## config.mk

```make
export PLATFORM = sky130hd
export DESIGN_NAME = adder_sched
export DESIGN_NICKNAME = d
export VERILOG_FILES = /design/src/rtl/adder_pkg.sv /design/src/rtl/adder_par.sv /design/src/rtl/adder_sched.sv
export SDC_FILE = /design/constraint.sdc
export NUM_CORES = 1
export LEC_CHECK = 0
export ABC_AREA = 0
export CAP_MARGIN = 20
export CELL_PAD_IN_SITES_DETAIL_PLACEMENT = 1
export CELL_PAD_IN_SITES_GLOBAL_PLACEMENT = 2
export CORE_ASPECT_RATIO = 1.2
export CORE_MARGIN = 2
export CORE_UTILIZATION = 39
export DETAILED_ROUTE_END_ITERATION = 7
export DONT_BUFFER_PORTS = 1
export GPL_TIMING_DRIVEN = 0
export PLACE_DENSITY = 0.77
export SLEW_MARGIN = 30
export SYNTH_ARGS = -nofsm -noshare
export SYNTH_HDL_FRONTEND = slang
export SYNTH_HIERARCHICAL = 1
export SYNTH_SLANG_ARGS = --single-unit
```

## constraint.sdc

```tcl
create_clock -name clk -period 4.1 [get_ports clk]
set_clock_uncertainty 0.2 [all_clocks]
set_input_delay 0.41 -clock clk [delete_from_list [all_inputs] [get_ports clk]]
set_output_delay 0.41 -clock clk [all_outputs]
set_load 0.02 [all_outputs]
```

## src/rtl/adder_pkg.sv

```systemverilog
// Shared constants and FSM state encoding for the nibble-serial adder scheduler.
package adder_pkg;

    localparam int NIBBLE_W = 4;

    typedef enum logic [1:0] {
        IDLE = 2'd0,
        CALC = 2'd1,
        DONE = 2'd2
    } state_t;

endpackage

```

## src/rtl/adder_par.sv

```systemverilog
// 4-bit parallel adder slice: out = a + b, carry = carry out of bit 3.
module adder_par
    import adder_pkg::*;
(
    input  logic [NIBBLE_W-1:0] a,
    input  logic [NIBBLE_W-1:0] b,
    output logic [NIBBLE_W-1:0] out,
    output logic                carry
);

    assign {carry, out} = {1'b0, a} + {1'b0, b};

endmodule

```

## src/rtl/adder_sched.sv

```systemverilog
// Two-requester scheduler sharing one 4-bit adder slice, W-bit sum one nibble per cycle.
// Optional subtract support via macro ADDER_SCHED_SUB_EN (adds req0_sub / req1_sub ports).
module adder_sched
    import adder_pkg::*;
#(
    parameter  int NIBBLES = 4,
    localparam int W       = NIBBLE_W * NIBBLES
) (
    input  logic         clk,
    input  logic         rst_n,
    input  logic         req0_valid,
    output logic         req0_ready,
    input  logic [W-1:0] req0_a,
    input  logic [W-1:0] req0_b,
`ifdef ADDER_SCHED_SUB_EN
    input  logic         req0_sub,
`endif
    input  logic         req1_valid,
    output logic         req1_ready,
    input  logic [W-1:0] req1_a,
    input  logic [W-1:0] req1_b,
`ifdef ADDER_SCHED_SUB_EN
    input  logic         req1_sub,
`endif
    output logic         res_valid,
    input  logic         res_ready,
    output logic [W-1:0] res_sum,
    output logic         res_carry,
    output logic         res_id
);

    localparam int IDX_W = (NIBBLES > 1) ? $clog2(NIBBLES) : 1;

    state_t             state;
    logic [W-1:0]       a_q, b_q;
    logic               id_q, cy_q, last_q;
    logic [IDX_W-1:0]   idx;

    logic               grant0, grant1, acc0, acc1, sub_sel;
    logic [NIBBLE_W-1:0] a_nib, b_nib, b_op, s_out;
    logic               s_c, slice_c;

`ifdef ADDER_SCHED_SUB_EN
    logic sub_q;
    assign sub_sel = acc1 ? req1_sub : req0_sub;
`else
    localparam logic sub_q = 1'b0;
    assign sub_sel = 1'b0;
`endif

    // Round-robin: on contention the requester not served last wins.
    assign grant0 = req0_valid & (~req1_valid | last_q);
    assign grant1 = req1_valid & (~req0_valid | ~last_q);
    assign req0_ready = rst_n & (state == IDLE) & grant0;
    assign req1_ready = rst_n & (state == IDLE) & grant1;
    assign acc0 = req0_valid & req0_ready;
    assign acc1 = req1_valid & req1_ready;

    assign a_nib = a_q[idx*NIBBLE_W +: NIBBLE_W];
    assign b_nib = sub_q ? ~b_q[idx*NIBBLE_W +: NIBBLE_W] : b_q[idx*NIBBLE_W +: NIBBLE_W];

    // The slice has no carry-in, so fold it into b; b=F with carry-in wraps to 0 and
    // the lost carry is restored below.
    assign b_op    = b_nib + {{(NIBBLE_W-1){1'b0}}, cy_q};
    assign slice_c = s_c | (cy_q & (&b_nib));

    adder_par u_slice (
        .a     (a_nib),
        .b     (b_op),
        .out   (s_out),
        .carry (s_c)
    );

    always_ff @(posedge clk or negedge rst_n) begin
        if (!rst_n) begin
            state     <= IDLE;
            res_valid <= 1'b0;
            res_sum   <= '0;
            res_carry <= 1'b0;
            res_id    <= 1'b0;
            a_q       <= '0;
            b_q       <= '0;
            id_q      <= 1'b0;
            cy_q      <= 1'b0;
            idx       <= '0;
            last_q    <= 1'b1;
`ifdef ADDER_SCHED_SUB_EN
            sub_q     <= 1'b0;
`endif
        end else begin
            case (state)
                IDLE: begin
                    if (acc0 | acc1) begin
                        a_q    <= acc1 ? req1_a : req0_a;
                        b_q    <= acc1 ? req1_b : req0_b;
                        id_q   <= acc1;
                        last_q <= acc1;
                        cy_q   <= sub_sel;
                        idx    <= '0;
`ifdef ADDER_SCHED_SUB_EN
                        sub_q  <= sub_sel;
`endif
                        state  <= CALC;
                    end
                end
                CALC: begin
                    res_sum[idx*NIBBLE_W +: NIBBLE_W] <= s_out;
                    cy_q <= slice_c;
                    idx  <= idx + 1'b1;
                    if (idx == IDX_W'(NIBBLES - 1)) begin
                        res_carry <= slice_c;
                        res_id    <= id_q;
                        res_valid <= 1'b1;
                        state     <= DONE;
                    end
                end
                DONE: begin
                    if (res_ready) begin
                        res_valid <= 1'b0;
                        state     <= IDLE;
                    end
                end
                default: state <= IDLE;
            endcase
        end
    end

endmodule
```

Word-level counts from Yosys, hierarchy flattened
Cells that the tools add are included.
{ "totals": {"regBits": 58, "latchBits": 0, "ramBits": 0, "romBits": 0, "output_inout_bits": 21, "word_cells": 63, "mem_count": 0} }
{ "op_classes": {"add_sub_neg": 4, "multipliers": 0, "div_mod_pow": 0, "order_cmp": 0, "eq_ne": 6, "n_shift": 4, "muxes": 14, "n_bitwise": 15, "n_reduce_logical": 9} }
{ "ops": {"columns": ["operator", "n"], "rows": [
  ["4-bit negation with 34-bit output", 1],
  ["4-bit by 34-bit variable shift with 16-bit output (first input constant)", 1],
  ["4-bit by 34-bit variable part select with 16-bit output", 1],
  ["16-bit 2-to-1 mux", 2],
  ["16-bit by 5-bit variable part select with 4-bit output", 2],
  ["16-bit bitwise mux", 1],
  ["1-bit AND", 8],
  ["2-bit 2-to-1 mux", 4],
  ["2-bit one-hot mux with 3 select lines", 1],
  ["2-bit AND reduction", 3],
  ["3-bit AND reduction", 2],
  ["4-bit by 4-bit adder with 5-bit output", 1],
  ["4-bit by 1-bit adder with 4-bit output", 1],
  ["2-bit == test (second input constant)", 2],
  ["2-bit inequality test (second input constant)", 2],
  ["1-bit bitwise OR", 4],
  ["1-bit one-hot mux with 2 select lines", 2],
  ["2-bit one-hot mux with 2 select lines", 1],
  ["4-bit AND reduction", 1],
  ["2-bit nonzero test", 2],
  ["1-bit 2-to-1 mux", 3],
  ["1-bit inverter", 3],
  ["2-bit by 1-bit adder with 2-bit output (second input constant)", 1],
  ["2-bit by 1-bit == test with 1-bit output (second input constant)", 1],
  ["2 further kinds", 2]
]} }

Longest topological paths before layout
{ "logic_depth": {"word_depth": 8, "depth_mapped": 11, "depth_no_buf": 10} }

Modules after synthesis
The synthesis kept the hierarchy.
{ "by_module_without_submodules": {"columns": ["mod", "n_inst", "cells_each", "area_each_um2", "seq_area_each_um2"], "rows": [
  ["adder_sched", 1, 251, 2896.5, 1452.6],
  ["adder_par", 1, 16, 136.4, 0.0]
]} }

Worst setup path after synthesis
Ideal clock, no wire load.
{ "synth_path": {"path_kind": "register to register", "startpoint": "register idx[0]", "endpoint": "register cy_q", "setup_ns": 0.124, "t_arrival_ns": 2.580, "required_ns": 3.776, "path_slack_ns": 1.197, "path_stages_with_launch": 11, "n_path_buf": 0, "period_less_slack_ns": 2.903, "path_cell_list": "dfrtp_1 -> mux4_1 -> ha_1 -> ha_1 -> xor2_1 -> ha_1 -> nor2b_1 -> o21ai_0 -> nand2b_1 -> a31oi_4 -> o21ai_2"} }
{ "synth_via": {"elab_chain_cells": 5, "elab_cells_between_ends": 8} }
{ "synth_rtl": {"columns": ["item", "line", "rtl"], "rows": [
  ["start: declaration", "adder_sched.sv:37", "logic [IDX_W-1:0] idx;"],
  ["start signal: assignment", "adder_sched.sv:109", "idx <= idx + 1'b1;"],
  ["16-bit by 5-bit variable part select with 4-bit output", "adder_sched.sv:60", "assign b_nib = sub_q ? ~b_q[idx*NIBBLE_W +: NIBBLE_W] : b_q[idx*NIBBLE_W +: NIBBLE_W];"],
  ["4-bit by 1-bit adder with 4-bit output", "adder_sched.sv:64", "assign b_op = b_nib + {{(NIBBLE_W-1){1'b0}}, cy_q};"],
  ["named net b_op[2]", "adder_sched.sv:40", "logic [NIBBLE_W-1:0] a_nib, b_nib, b_op, s_out;"],
  ["4-bit by 4-bit adder with 5-bit output", "adder_par.sv:11", "assign {carry, out} = {1'b0, a} + {1'b0, b};"],
  ["named net s_c", "adder_sched.sv:41", "logic s_c, slice_c;"],
  ["1-bit bitwise OR", "adder_sched.sv:65", "assign slice_c = s_c | (cy_q & (&b_nib));"],
  ["1-bit one-hot mux with 2 select lines", "adder_sched.sv:91", "case (state)"],
  ["end signal: assignment", "adder_sched.sv:98", "cy_q <= sub_sel;"],
  ["end signal: assignment", "adder_sched.sv:108", "cy_q <= slice_c;"],
  ["end: declaration", "adder_sched.sv:36", "logic id_q, cy_q, last_q;"]
]} }
The timed path passes the listed nets, and every way through them passes these cells.
A chain may end at the register's enable or synchronous reset.

Worst setup path after layout
{ "layout_path": {"startpoint": "register idx[0]", "endpoint": "register res_sum[2]"} }
{ "layout_via": {"elab_chain_cells": 5, "elab_cells_between_ends": 8} }
{ "layout_rtl": {"columns": ["item", "line", "rtl"], "rows": [
  ["16-bit by 5-bit variable part select with 4-bit output", "adder_sched.sv:60", null],
  ["4-bit by 1-bit adder with 4-bit output", "adder_sched.sv:64", null],
  ["named net b_op[1]", "adder_sched.sv:40", null],
  ["4-bit by 4-bit adder with 5-bit output", "adder_par.sv:11", null],
  ["named net s_out[2]", "adder_sched.sv:40", null],
  ["4-bit by 34-bit variable part select with 16-bit output", "adder_sched.sv:107", "res_sum[idx*NIBBLE_W +: NIBBLE_W] <= s_out;"],
  ["16-bit bitwise mux", "adder_sched.sv:107", null],
  ["end signal: indexed assignment", "adder_sched.sv:107", null],
  ["end: declaration", "adder_sched.sv:27", "output logic [W-1:0] res_sum,"]
]} }
The timed path passes the listed nets, and every way through them passes these cells.

==> flow_metrics.py <==
metrics = {
    "route": {
        "drt-initial-drc-count": 67,
        "drt-wirelength-per-cell_um": 20.0,
        "drtPass1Iterations": 4,
        "routed-via-count": 2041,
        "wl_mm": 7.55,
        "routed_via_density": 5.41,
        "drc_violations_left": 0,
        "drt.antenna.violating_nets": 0,
    },
    "die": {
        "fp.dieW_um": 84.5,
        "core_area_um2": 7620,
        "fp.dieArea_um2": 8500,
        "core.rowCount": 35,
        "dieHeight_um": 101,
        "pin_count": 90,
        "initial_utilization": 0.398,
    },
    "logic_synthesis": {
        "sequential_area_share_after_synthesis": 0.479,
        "number_of_flops_mapped_to_enable_cells_by_yosys": 0,
        "cell_type_with_the_highest_aggregate_area_in_the_netlist": "sky130_fd_sc_hd__dfrtp_1",
        "number_of_instances_in_the_synthesized_netlist": 267,
        "synth_nets": 349,
        "synthTopCellsByArea": "sky130_fd_sc_hd__dfrtp_1, sky130_fd_sc_hd__mux2i_1, sky130_fd_sc_hd__a21oi_1",
        "synthFlopType": "sky130_fd_sc_hd__dfrtp_1",
        "syn_area_per_cell_um2": 11.4,
        "synthArstFlopShare": 1.00,
        "synth_top_area_share": 0.470,
        "postSynthRegisterBits": 58,
        "synth_cell_type_count": 37,
        "syn-cell-area_um2": 3030,
        "yosys_warnings": 6,
    },
    "setup_path": {
        "arr_time_crit_path_ps": 3260,
        "worst-setup-path-type": "reg2reg",
        "crit_fanout": 8,
        "required_ps": 4180,
        "path_cells": "mux4_1 -> ha_1 -> ha_1 -> inv_1 -> fa_1 -> xnor2_1 -> a22o_1",
        "cp_top_family": "adder cells",
        "largest_stage_delay_worst_path_ps": 690,
        "setup.worst_path.end_class": "register",
        "cp-start-kind": "register",
        "slowest_stage": "sky130_fd_sc_hd__mux4_1",
        "worst-path-buf-inv": 1,
        "crit_top_cell": "sky130_fd_sc_hd__ha_1",
    },
    "clocking": {
        "clk_latency_ps": 340,
        "worst_setup_hold_path_clk_slew_ps": 70,
        "clock_tree.root_cell": "sky130_fd_sc_hd__clkbuf_8",
        "htreeDepth": 3,
        "number_of_buffers_created_by_cts": 9,
        "tritoncts": "built",
        "numClockSinks": 58,
        "clockBufferDepth": 2,
    },
    "status": {
        "run_status": "finished clean",
    },
    "placed_design": {
        "routabilityCongestion": 0.814,
        "post_dp_cell_area_um2": 3150,
        "place.detailed.hpwl_mm": 5.53,
        "placement.setup.worst_slack_ps": 877,
        "port_buffers": 0,
    },
    "timing": {
        "timing_worst_slew_pin_value_ps": 611,
        "maxClockFrequency_ghz": 0.314,
        "worst_slack_ps": 917,
        "final_hold_viol_count": 0,
        "setup_viol_count_final": 0,
        "worst_hold_slack_after_final_layout_ps": 20.2,
        "setup_repair_after_global_routing_missed_its_margin": "false",
        "tns_ps": 0,
        "layout_worst_path_cycle_share": 0.776,
        "max-slew-margin-rel": 0.593,
        "slew_violations": 0,
        "shortest_clock_period_the_worst_path_allows_after_layout_ps": 3180,
    },
    "final_layout": {
        "nets": 362,
        "final_core_util": 0.447,
        "final_design_area_no_fill_um2": 3400,
        "drive_above_1_share": 0.144,
        "area.growth.synth_to_final_pct": 12.3,
        "insertedDiodeCount": 0,
    },
    "pwr": {
        "p_per_area_nw_per_um2": 1000,
        "power.leakage_nw": 1.68,
        "ir_worst_vdd_mv": 0.514,
    },
    "min_path": {
        "timing.hold.worst.class": "in2reg",
    },
    "global_route": {
        "grt_usage": 0.193,
        "grt_pass1_vias": 2361,
        "antenna_found_initial": 0,
        "grt.overflow.total": 0,
        "largest_net_degree_at_the_start_of_global_routing": 59,
        "wire_length_of_the_first_global_routing_pass_mm": 12.5,
    },
    "job": {
        "cap_viol_max_count": 0,
    },
}
## cells in the final DEF (no fill, tap or decap), types with 3 or more instances in the layout
| master | count |
|---|---|
| sky130_fd_sc_hd__clkbuf_8 | 10 |
| sky130_fd_sc_hd__nand2_1 | 15 |
| sky130_fd_sc_hd__o21ai_0 | 5 |
| sky130_fd_sc_hd__mux4_2 | 6 |
| sky130_fd_sc_hd__buf_2 | 3 |
| sky130_fd_sc_hd__nand2b_1 | 4 |
| sky130_fd_sc_hd__clkbuf_1 | 8 |
| sky130_fd_sc_hd__ha_1 | 12 |
| sky130_fd_sc_hd__dfrtp_1 | 57 |
| sky130_fd_sc_hd__mux2i_1 | 35 |
| sky130_fd_sc_hd__inv_1 | 9 |
| sky130_fd_sc_hd__a22o_1 | 16 |
| sky130_fd_sc_hd__nand4_1 | 3 |
| sky130_fd_sc_hd__xnor2_1 | 3 |
| sky130_fd_sc_hd__a21oi_1 | 33 |
| sky130_fd_sc_hd__nor2_1 | 33 |
## what timing repair did
| item | in CTS | in global routing |
|---|---|---|
| endpoints found under the hold margin | 58 | 0 |
| gates resized for setup | 0 | 0 |
| setup buffers | 0 | 0 |
| hold buffers | 2 | 0 |
## worst register-to-register path, cell delays in order, from the launching register on
cell and delay, ps:
sky130_fd_sc_hd__dfrtp_1 550, sky130_fd_sc_hd__mux4_1 700, sky130_fd_sc_hd__ha_1 250, sky130_fd_sc_hd__ha_1 300
sky130_fd_sc_hd__inv_1 60, sky130_fd_sc_hd__fa_1 430, sky130_fd_sc_hd__xnor2_1 440, sky130_fd_sc_hd__a22o_1 210
## registers in the layout (all words and copies together) (netlist names)
| signal | cells |
|---|---|
| cy_q | 1 |
| res_id | 1 |
| state | 2 |
| res_carry | 1 |
| res_sum | 16 |
| b_q | 16 |
| res_valid | 1 |
| id_q | 1 |
| a_q | 16 |
| idx | 2 |
| last_q | 1 |
## worst paths after layout
kind,start,end,slack (ps),cells after the start
max in group asynchronous,rst_n,last_q,3030,2
hold reg to reg,last_q,last_q,270,2
setup / recovery,idx[0],res_sum[2],920,7
setup reg to reg,idx[0],res_sum[2],920,7
hold / removal,res_ready,state[1],20,3
min in group asynchronous,rst_n,a_q[4],400,2
## cell usage after synthesis, types with 2 or more instances
cell type	n
sky130_fd_sc_hd__buf_4	2
sky130_fd_sc_hd__nor2_1	33
sky130_fd_sc_hd__clkbuf_1	7
sky130_fd_sc_hd__nor4_4	2
sky130_fd_sc_hd__mux2i_1	35
sky130_fd_sc_hd__dfrtp_1	57
sky130_fd_sc_hd__nand4_1	3
sky130_fd_sc_hd__o21ai_0	5
sky130_fd_sc_hd__buf_2	3
sky130_fd_sc_hd__nand2_1	15
sky130_fd_sc_hd__mux4_2	6
sky130_fd_sc_hd__a22o_1	16
sky130_fd_sc_hd__ha_1	12
sky130_fd_sc_hd__a21oi_1	33
sky130_fd_sc_hd__nand2b_1	4
sky130_fd_sc_hd__inv_1	9
sky130_fd_sc_hd__xnor2_1	3
sky130_fd_sc_hd__nand3_1	2
sky130_fd_sc_hd__o21ai_2	2
## layout make-up
| class | count | area (um^2) |
|---|---|---|
| fillers | 865 | 4220 |
| multi-input cells | 186 | 1480 |
| flip-flops and latches | 58 | 1450 |
| clock buffers | 11 | 141 |
| well taps | 92 | 115 |
| clock inverters | 5 | 77.6 |
| plain buffers | 13 | 67.6 |
| repair buffers | 2 | 37.5 |
| inverters | 10 | 37.5 |
## where the power goes
group | total (W) | leakage, nW | internal [W] | switching [W]
clock | 0.000593 | 0.109 | 0.000357 | 0.000236
sequential | 0.00113 | 0.698 | 0.000848 | 0.000285
combinational | 0.00169 | 0.870 | 0.000722 | 0.000972
## layer usage
layer,share of wire,wire (um),track usage
met5,0,0,0
met4,0.015,113,0.0647
met3,0.044,330,0.0614
met2,0.52,3960,0.333
met1,0.42,3150,0.228
## cell families after synthesis
group / Yosys count / share of synthesized area
XOR/XNOR: 4 / 0.0116
flip-flops: 58 / 0.479
adder cells (fa/ha/maj): 13 / 0.0561
AND/OR/NAND/NOR: 65 / 0.115
buffers and inverters: 23 / 0.0346
multiplexers: 43 / 0.172
AO/OA/AOI/OAI: 61 / 0.132
## metrics by stage
| step | instances | total power [W] |
|---|---|---|
| after global placement | 359 | 0.00281 |
| after floorplan | 267 | 0.00239 |
| final | 377 | 0.00342 |
| after CTS | 377 | 0.00349 |
| after global routing | 377 | 0.00373 |
| after detailed placement | 359 | 0.00286 |
(Power assumes the default switching activity.)
